$ cat config.mk
export PLATFORM = sky130hd
export DESIGN_NAME = queue_counter_flat
export DESIGN_NICKNAME = d
export VERILOG_FILES = /design/src/rtl/queue_counter_pkg.sv /design/src/rtl/queue_counter_if.sv /design/src/rtl/queue_counter_sensor_debounce.sv /design/src/rtl/queue_counter.sv /design/src/flat_wrapper.sv
export SDC_FILE = /design/constraint.sdc
export NUM_CORES = 1
export LEC_CHECK = 0
export CAP_MARGIN = 20
export CORE_UTILIZATION = 40
export CTS_CLUSTER_SIZE = 10
export DETAILED_ROUTE_END_ITERATION = 10
export PLACE_DENSITY = 0.68
export SYNTH_ARGS = -nofsm -noshare
export SYNTH_HDL_FRONTEND = slang
export SYNTH_SLANG_ARGS = --single-unit
$ cat constraint.sdc
create_clock -name clk -period 3.7 [get_ports clk]
set_clock_uncertainty 0.2 [all_clocks]
set_input_delay 0.37 -clock clk [delete_from_list [all_inputs] [get_ports clk]]
set_output_delay 0.37 -clock clk [all_outputs]
set_load 0.03 [all_outputs]
$ cat src/rtl/queue_counter_pkg.sv
// rtl/queue_counter_pkg.sv - shared widths, debounce state encodings and helpers for queue_counter
package queue_counter_pkg;

    localparam int PCOUNT_W      = 3;
    localparam int TCOUNT_W      = 2;
    localparam int DEB_CNT_W     = 4;
    localparam int MAX_COUNT_DEF = 7;

    localparam logic [1:0] ST_IDLE    = 2'd0;
    localparam logic [1:0] ST_QUAL    = 2'd1;
    localparam logic [1:0] ST_BLOCKED = 2'd2;

    typedef struct packed {
        logic inc;
        logic dec;
    } cnt_evt_t;

    // A zero teller count would underflow the downstream lookup, so it reads as one.
    function automatic logic [TCOUNT_W-1:0] clamp_tellers(input logic [TCOUNT_W-1:0] t);
        return (t == '0) ? TCOUNT_W'(1) : t;
    endfunction

endpackage

$ cat src/rtl/queue_counter_if.sv
// rtl/queue_counter_if.sv - sensor inputs and count outputs of queue_counter; err exists with QUEUE_COUNTER_ERR_EN
interface queue_counter_if;
    import queue_counter_pkg::*;

    logic                front;
    logic                back;
    logic [TCOUNT_W-1:0] tellers;
    logic [PCOUNT_W-1:0] pCount;
    logic [TCOUNT_W-1:0] tCount;
    logic                empty;
    logic                full;
`ifdef QUEUE_COUNTER_ERR_EN
    logic                err;
`endif

    modport master (
        output front, back, tellers,
        input  pCount, tCount, empty, full
`ifdef QUEUE_COUNTER_ERR_EN
        , input err
`endif
    );

    modport slave (
        input  front, back, tellers,
        output pCount, tCount, empty, full
`ifdef QUEUE_COUNTER_ERR_EN
        , output err
`endif
    );

endinterface

$ cat src/rtl/queue_counter_sensor_debounce.sv
// rtl/queue_counter_sensor_debounce.sv - 2-flop synchroniser and debounce FSM; one-cycle pass pulse on beam release
module sensor_debounce
    import queue_counter_pkg::*;
#(
    parameter int DEBOUNCE = 4
) (
    input  logic clk,
    input  logic rst,
    input  logic raw,
    output logic pass
);

    localparam logic [DEB_CNT_W-1:0] DEB_TGT = DEB_CNT_W'(DEBOUNCE);
    localparam logic [DEB_CNT_W-1:0] CNT_ONE = DEB_CNT_W'(1);

    logic                 sync1_q;
    logic                 sync2_q;
    logic [1:0]           state_q;
    logic [1:0]           state_d;
    logic [DEB_CNT_W-1:0] cnt_q;
    logic [DEB_CNT_W-1:0] cnt_d;
    logic [DEB_CNT_W-1:0] cnt_inc;
    logic                 pass_q;
    logic                 pass_d;

    assign cnt_inc = cnt_q + CNT_ONE;

    always_comb begin
        state_d = state_q;
        cnt_d   = cnt_q;
        pass_d  = 1'b0;
        case (state_q)
            ST_IDLE: begin
                if (sync2_q) begin
                    cnt_d   = CNT_ONE;
                    state_d = (DEB_TGT == CNT_ONE) ? ST_BLOCKED : ST_QUAL;
                end
            end
            ST_QUAL: begin
                if (sync2_q) begin
                    cnt_d = cnt_inc;
                    if (cnt_inc == DEB_TGT) begin
                        state_d = ST_BLOCKED;
                    end
                end else begin
                    // Beam restored before qualification: a glitch, nothing is reported.
                    state_d = ST_IDLE;
                    cnt_d   = '0;
                end
            end
            ST_BLOCKED: begin
                if (!sync2_q) begin
                    state_d = ST_IDLE;
                    cnt_d   = '0;
                    pass_d  = 1'b1;
                end
            end
            default: begin
                state_d = ST_IDLE;
                cnt_d   = '0;
            end
        endcase
    end

    always_ff @(posedge clk) begin
        if (rst) begin
            sync1_q <= 1'b0;
            sync2_q <= 1'b0;
            state_q <= ST_IDLE;
            cnt_q   <= '0;
            pass_q  <= 1'b0;
        end else begin
            sync1_q <= raw;
            sync2_q <= sync1_q;
            state_q <= state_d;
            cnt_q   <= cnt_d;
            pass_q  <= pass_d;
        end
    end

    assign pass = pass_q;

endmodule

$ cat src/rtl/queue_counter.sv
// rtl/queue_counter.sv - debounced, saturating people counter with clamped teller count; QUEUE_COUNTER_ERR_EN adds sticky err
module queue_counter
    import queue_counter_pkg::*;
#(
    parameter int DEBOUNCE  = 4,
    parameter int MAX_COUNT = MAX_COUNT_DEF
) (
    input  logic            clk,
    input  logic            rst,
    queue_counter_if.slave  bus
);

    localparam logic [PCOUNT_W-1:0] MAX_P = PCOUNT_W'(MAX_COUNT);
    localparam logic [PCOUNT_W-1:0] ONE_P = PCOUNT_W'(1);

    cnt_evt_t            evt;
    logic [PCOUNT_W-1:0] pcount_q;
    logic [PCOUNT_W-1:0] pcount_d;
    logic                empty_q;
    logic                full_q;
    logic [TCOUNT_W-1:0] tel_sync1_q;
    logic [TCOUNT_W-1:0] tel_sync2_q;
    logic [TCOUNT_W-1:0] tcount_q;
    logic                ignored;

    sensor_debounce #(
        .DEBOUNCE (DEBOUNCE)
    ) u_front (
        .clk  (clk),
        .rst  (rst),
        .raw  (bus.front),
        .pass (evt.inc)
    );

    sensor_debounce #(
        .DEBOUNCE (DEBOUNCE)
    ) u_back (
        .clk  (clk),
        .rst  (rst),
        .raw  (bus.back),
        .pass (evt.dec)
    );

    // Simultaneous entry and exit cancel out, even at either boundary.
    always_comb begin
        pcount_d = pcount_q;
        ignored  = 1'b0;
        if (evt.inc && !evt.dec) begin
            if (pcount_q != MAX_P) begin
                pcount_d = pcount_q + ONE_P;
            end else begin
                ignored = 1'b1;
            end
        end else if (evt.dec && !evt.inc) begin
            if (pcount_q != '0) begin
                pcount_d = pcount_q - ONE_P;
            end else begin
                ignored = 1'b1;
            end
        end
    end

    always_ff @(posedge clk) begin
        if (rst) begin
            pcount_q    <= '0;
            empty_q     <= 1'b1;
            full_q      <= 1'b0;
            tel_sync1_q <= '0;
            tel_sync2_q <= '0;
            tcount_q    <= TCOUNT_W'(1);
        end else begin
            pcount_q    <= pcount_d;
            empty_q     <= (pcount_d == '0);
            full_q      <= (pcount_d == MAX_P);
            tel_sync1_q <= bus.tellers;
            tel_sync2_q <= tel_sync1_q;
            tcount_q    <= clamp_tellers(tel_sync2_q);
        end
    end

    assign bus.pCount = pcount_q;
    assign bus.tCount = tcount_q;
    assign bus.empty  = empty_q;
    assign bus.full   = full_q;

`ifdef QUEUE_COUNTER_ERR_EN
    logic err_q;

    always_ff @(posedge clk) begin
        if (rst) begin
            err_q <= 1'b0;
        end else if (ignored) begin
            err_q <= 1'b1;
        end
    end

    assign bus.err = err_q;
`else
    logic unused_ignored;
    assign unused_ignored = ignored;
`endif

endmodule
$ cat src/flat_wrapper.sv
// flat-port wrapper written by rule: the top's interface ports become plain ports
module queue_counter_flat import queue_counter_pkg::*;
#(
    parameter int DEBOUNCE  = 4,
    parameter int MAX_COUNT = MAX_COUNT_DEF
)
  (clk, rst, bus_front, bus_back, bus_tellers, bus_pCount, bus_tCount, bus_empty, bus_full);
  queue_counter_if bus_i ();
  input  logic clk;
  input  logic rst;
  input wire logic [$bits(bus_i.front)-1:0] bus_front;
  input wire logic [$bits(bus_i.back)-1:0] bus_back;
  input wire logic [$bits(bus_i.tellers)-1:0] bus_tellers;
  output wire logic [$bits(bus_i.pCount)-1:0] bus_pCount;
  output wire logic [$bits(bus_i.tCount)-1:0] bus_tCount;
  output wire logic [$bits(bus_i.empty)-1:0] bus_empty;
  output wire logic [$bits(bus_i.full)-1:0] bus_full;
  assign bus_i.front = bus_front;
  assign bus_i.back = bus_back;
  assign bus_i.tellers = bus_tellers;
  assign bus_pCount = bus_i.pCount;
  assign bus_tCount = bus_i.tCount;
  assign bus_empty = bus_i.empty;
  assign bus_full = bus_i.full;
  queue_counter #(.DEBOUNCE(DEBOUNCE), .MAX_COUNT(MAX_COUNT)) u_core (.clk(clk), .rst(rst), .bus(bus_i));
endmodule
==> run_summary.xml <==
<?xml version="1.0" encoding="UTF-8"?>
<metrics>
  <group name="run_status">
    <metric name="status" unit="">complete, but fails checks</metric>
    <metric name="failed_checks" unit="">DRC</metric>
  </group>
  <group name="global_routing">
    <metric name="grt.met2_usage" unit="%">21.3</metric>
    <metric name="grt-ovfl-total" unit="">0</metric>
    <metric name="grt_start_max_net_pins" unit="">30</metric>
    <metric name="via_count_of_the_first_global_routing_pass" unit="">879</metric>
    <metric name="grt_antenna_before_repair" unit="">0</metric>
    <metric name="gr-usage-met1" unit="%">17.2</metric>
    <metric name="grt_pass1_wl" unit="microns">3590</metric>
    <metric name="gr-usage-all-layers" unit="%">13.9</metric>
    <metric name="globalRoute.busiestLayer" unit="">met2</metric>
    <metric name="grt_util_met3" unit="%">5.36</metric>
  </group>
  <group name="placement">
    <metric name="gpl.final_weighted_congestion" unit="">0.846</metric>
    <metric name="place_area" unit="sq um">1400</metric>
    <metric name="pre_cts_ws" unit="ns">1.58</metric>
    <metric name="dp.final_hpwl" unit="microns">1430</metric>
    <metric name="portBuffers" unit="">12</metric>
  </group>
  <group name="critical_path">
    <metric name="timing.critical_path.max_delay_family" unit="">buffers and inverters</metric>
    <metric name="setup.worst_path.class" unit="">flop to output port</metric>
    <metric name="end_kind" unit="">output port</metric>
    <metric name="setup.worst_path.start_class" unit="">flop</metric>
    <metric name="r2r-start" unit="">u_core.bus.pCount[0]$_SDFF_PP0_</metric>
    <metric name="crit_path_top_delay_cell" unit="">sky130_fd_sc_hd__clkdlybuf4s50_1</metric>
    <metric name="critical-path-max-stage-delay" unit="ns">0.71</metric>
    <metric name="worstPathArrival" unit="ns">1.46</metric>
    <metric name="worstSetupStartpoint" unit="">u_core.bus.pCount[0]$_SDFF_PP0_</metric>
    <metric name="cp_cell_sequence" unit="">clkdlybuf4s50_1</metric>
    <metric name="critical_path.n_buffers_inverters" unit="">1</metric>
    <metric name="critPathRequiredTime" unit="ns">3.13</metric>
    <metric name="crit_path_max_fanout" unit="">7</metric>
  </group>
  <group name="cts">
    <metric name="cts.hold.buffers_added" unit="">0</metric>
    <metric name="root_buffer" unit="">sky130_fd_sc_hd__clkbuf_4</metric>
    <metric name="worst_skew_pair.late_latency" unit="ns">0.30</metric>
    <metric name="cts-htree-levels" unit="">2</metric>
    <metric name="cts.clk_slew.worst_paths" unit="ns">0.08</metric>
    <metric name="post_cts.resized_instances" unit="">0</metric>
    <metric name="tritoncts" unit="">done</metric>
    <metric name="clockBufferDepth" unit="">2</metric>
    <metric name="post_cts.repair.setup_buffers" unit="">0</metric>
    <metric name="cts_made_buffers" unit="">5</metric>
    <metric name="cts.sink_count" unit="">29</metric>
  </group>
  <group name="sta">
    <metric name="maxSlewHeadroom" unit="%">37.9</metric>
    <metric name="fin_crit" unit="ns">2.03</metric>
    <metric name="fin_crit_sh" unit="%">54.9</metric>
    <metric name="slew_violations" unit="">0</metric>
    <metric name="total_setup_violations_reported_at_the_end_of_the_flow" unit="">0</metric>
    <metric name="rsz0062_at_grt" unit="">no</metric>
    <metric name="max_freq" unit="GHz">0.493</metric>
    <metric name="finalHoldViolCount" unit="">0</metric>
    <metric name="totalNegativeSetupSlack" unit="ns">0</metric>
    <metric name="timing_worst_slew_pin_value" unit="ns">0.928</metric>
    <metric name="fin_worst_hold_slack" unit="ns">0.220</metric>
    <metric name="setup_ws" unit="ns">1.67</metric>
  </group>
  <group name="cells_and_area">
    <metric name="num-nets-final" unit="">159</metric>
    <metric name="synthToLayoutAreaGrowth" unit="%">15.6</metric>
    <metric name="utilization" unit="%">50.8</metric>
    <metric name="antenna_cells_inserted" unit="">0</metric>
    <metric name="drive_gt1_share" unit="%">6.85</metric>
    <metric name="stdcell_area" unit="sq um">1450</metric>
  </group>
  <group name="power">
    <metric name="worst_ir_drop_on_vdd" unit="uV">257</metric>
    <metric name="power.density_cell_area" unit="nW/um^2">364</metric>
    <metric name="leakage" unit="nW">0.574</metric>
  </group>
  <group name="min_path">
    <metric name="min-delay-start" unit="">u_core.tel_sync2_q[0]$_SDFF_PP0_</metric>
    <metric name="timing.hold.worst.class" unit="">flop to flop</metric>
  </group>
  <group name="route">
    <metric name="routed-via-count" unit="">942</metric>
    <metric name="drt_pre_antenna_iters" unit="">7</metric>
    <metric name="detail_route.drc_violations" unit="">1</metric>
    <metric name="drt-vias-per-instance" unit="">5.32</metric>
    <metric name="final_antenna_net_count" unit="">0</metric>
    <metric name="routed_wirelength" unit="microns">2040</metric>
    <metric name="drt_iter0_markers" unit="">27</metric>
    <metric name="post_drt_wl_per_cell" unit="microns">11.5</metric>
  </group>
  <group name="floorplan">
    <metric name="floorplan.rows" unit="">19</metric>
    <metric name="die_h" unit="microns">58.0</metric>
    <metric name="die_area" unit="sq um">3370</metric>
    <metric name="boundaryPins" unit="">13</metric>
    <metric name="die_width" unit="microns">58.0</metric>
    <metric name="initial_core_util" unit="%">44.0</metric>
    <metric name="core_region_area" unit="sq um">2850</metric>
  </group>
  <group name="synthesis">
    <metric name="synthFlopType" unit="">sky130_fd_sc_hd__dfxtp_1</metric>
    <metric name="synth_top_cell_by_area" unit="">sky130_fd_sc_hd__dfxtp_1</metric>
    <metric name="yosys.area.top_type_share" unit="%">46.3</metric>
    <metric name="synth_edf_count" unit="">0</metric>
    <metric name="synth_async_sr_flop_share" unit="%">0</metric>
    <metric name="netlist-cell-type-count" unit="">33</metric>
    <metric name="postSynthRegisterBits" unit="">29</metric>
    <metric name="post_synth_instance_area" unit="sq um">1250</metric>
    <metric name="synth_fp_nets" unit="">145</metric>
    <metric name="ys_top_cells_by_area" unit="">sky130_fd_sc_hd__dfxtp_1, sky130_fd_sc_hd__ha_1, sky130_fd_sc_hd__nor2b_1</metric>
    <metric name="postSynthAreaPerCell" unit="sq um">9.51</metric>
    <metric name="ys.warnings.count" unit="">0</metric>
    <metric name="synth-seq-area-share" unit="%">46.3</metric>
    <metric name="synth_cells" unit="">132</metric>
  </group>
  <group name="flow_run">
    <metric name="drv.max_cap_violation_count" unit="">0</metric>
  </group>
</metrics>
==> metal layers <==
| layer | vias up | routed length (microns) |
|---|---|---|
| met5 | - | 0 |
| met4 | 0 | 16 |
| met3 | 2 | 75 |
| met2 | 15 | 968 |
| met1 | 441 | 975 |
| li1 | 484 | - |
==> final timing paths <==
path,slack (ns),cells after the start,endpoint
min,0.22,1,u_core.bus.tCount[0]$_SDFF_PP1_
max reg2reg,1.79,6,u_core.bus.empty$_SDFF_PP1_
max,1.67,1,bus_pCount[0]
min reg2reg,0.22,1,u_core.bus.tCount[0]$_SDFF_PP1_
==> layout by cell type (no fill, tap or decap) <==
master,netlist,layout
sky130_fd_sc_hd__nand2b_2,1,1
sky130_fd_sc_hd__nor2_1,14,14
sky130_fd_sc_hd__a21oi_1,4,4
sky130_fd_sc_hd__and3_1,1,1
sky130_fd_sc_hd__nand4_1,2,2
sky130_fd_sc_hd__ha_1,7,7
sky130_fd_sc_hd__nand3_1,4,4
sky130_fd_sc_hd__clkbuf_1,4,1
sky130_fd_sc_hd__clkdlybuf4s50_1,0,12
sky130_fd_sc_hd__a22oi_2,1,1
sky130_fd_sc_hd__dfxtp_1,29,29
sky130_fd_sc_hd__o21ai_0,1,1
sky130_fd_sc_hd__inv_1,2,2
sky130_fd_sc_hd__xor2_1,4,4
sky130_fd_sc_hd__nand2b_1,7,7
sky130_fd_sc_hd__a41o_1,1,1
sky130_fd_sc_hd__a31oi_1,2,2
sky130_fd_sc_hd__a21oi_2,1,1
sky130_fd_sc_hd__nor3_1,6,6
sky130_fd_sc_hd__o311ai_0,1,1
sky130_fd_sc_hd__nand2_1,7,7
sky130_fd_sc_hd__and2b_1,1,1
sky130_fd_sc_hd__o32ai_1,2,2
sky130_fd_sc_hd__o22a_1,2,2
sky130_fd_sc_hd__a2bb2oi_1,2,2
sky130_fd_sc_hd__mux2i_1,1,1
sky130_fd_sc_hd__mux2_4,1,1
sky130_fd_sc_hd__nor2b_1,14,14
sky130_fd_sc_hd__xnor2_1,1,1
sky130_fd_sc_hd__clkbuf_8,0,1
sky130_fd_sc_hd__clkbuf_4,0,5
sky130_fd_sc_hd__a32oi_1,2,2
sky130_fd_sc_hd__nor3b_1,4,4
sky130_fd_sc_hd__o31a_1,1,1
sky130_fd_sc_hd__o311a_1,1,1
==> stage by stage <==
| stage | total power [mW] | cells |
|---|---|---|
| 2_1_floorplan | 0.344 | 132 |
| 3_3_place_gp | 0.351 | 170 |
| 3_5_place_dp | 0.352 | 170 |
| 4_1_cts | 0.536 | 177 |
| 5_1_grt | 0.558 | 177 |
| 6_report | 0.528 | 177 |
==> cells in the mapped netlist (2+ instances only) <==
cell,count
sky130_fd_sc_hd__a32oi_1,2
sky130_fd_sc_hd__a2bb2oi_1,2
sky130_fd_sc_hd__o32ai_1,2
sky130_fd_sc_hd__clkbuf_1,4
sky130_fd_sc_hd__nor2b_1,14
sky130_fd_sc_hd__nor3b_1,4
sky130_fd_sc_hd__nand4_1,2
sky130_fd_sc_hd__a31oi_1,2
sky130_fd_sc_hd__inv_1,2
sky130_fd_sc_hd__nor3_1,6
sky130_fd_sc_hd__a21oi_1,4
sky130_fd_sc_hd__xor2_1,4
sky130_fd_sc_hd__dfxtp_1,29
sky130_fd_sc_hd__nand2b_1,7
sky130_fd_sc_hd__nand2_1,7
sky130_fd_sc_hd__o22a_1,2
sky130_fd_sc_hd__ha_1,7
sky130_fd_sc_hd__nand3_1,4
sky130_fd_sc_hd__nor2_1,14
==> where the power goes <==
part	switching [mW]	internal [mW]
combinational	0.0103	0.0112
clock	0.0935	0.0896
sequential	0.00506	0.318
total	0.109	0.419
==> logic make-up after synthesis <==
| logic type | after synthesis | share of synthesized area, % |
|---|---|---|
| compound gates | 21 | 13.3 |
| xor+xnor | 5 | 3.49 |
| fa+ha+maj | 7 | 6.98 |
| buf+inv | 7 | 2.09 |
| flops | 29 | 46.3 |
| mux | 2 | 1.99 |
| simple gates | 61 | 25.9 |
==> flip-flops by register name, indices dropped and copies added, names as in the netlist, 2 cells and up <==
name / flops
u_core.u_back.cnt_q: 4
u_core.u_front.cnt_q: 4
u_core.bus.pCount: 3
u_core.bus.tCount: 2
u_core.tel_sync1_q: 2
u_core.tel_sync2_q: 2
u_core.u_back.state_q: 2
u_core.u_front.state_q: 2
==> layout make-up <==
class	instances	area (sq um)
fill	275	1400
sequential	29	581
clock buffer	7	55.1
tap	31	38.8
inverter	2	7.51
multi-input combinational	96	648
timing repair buffer	12	120
Power figures use the tool's default switching activity.
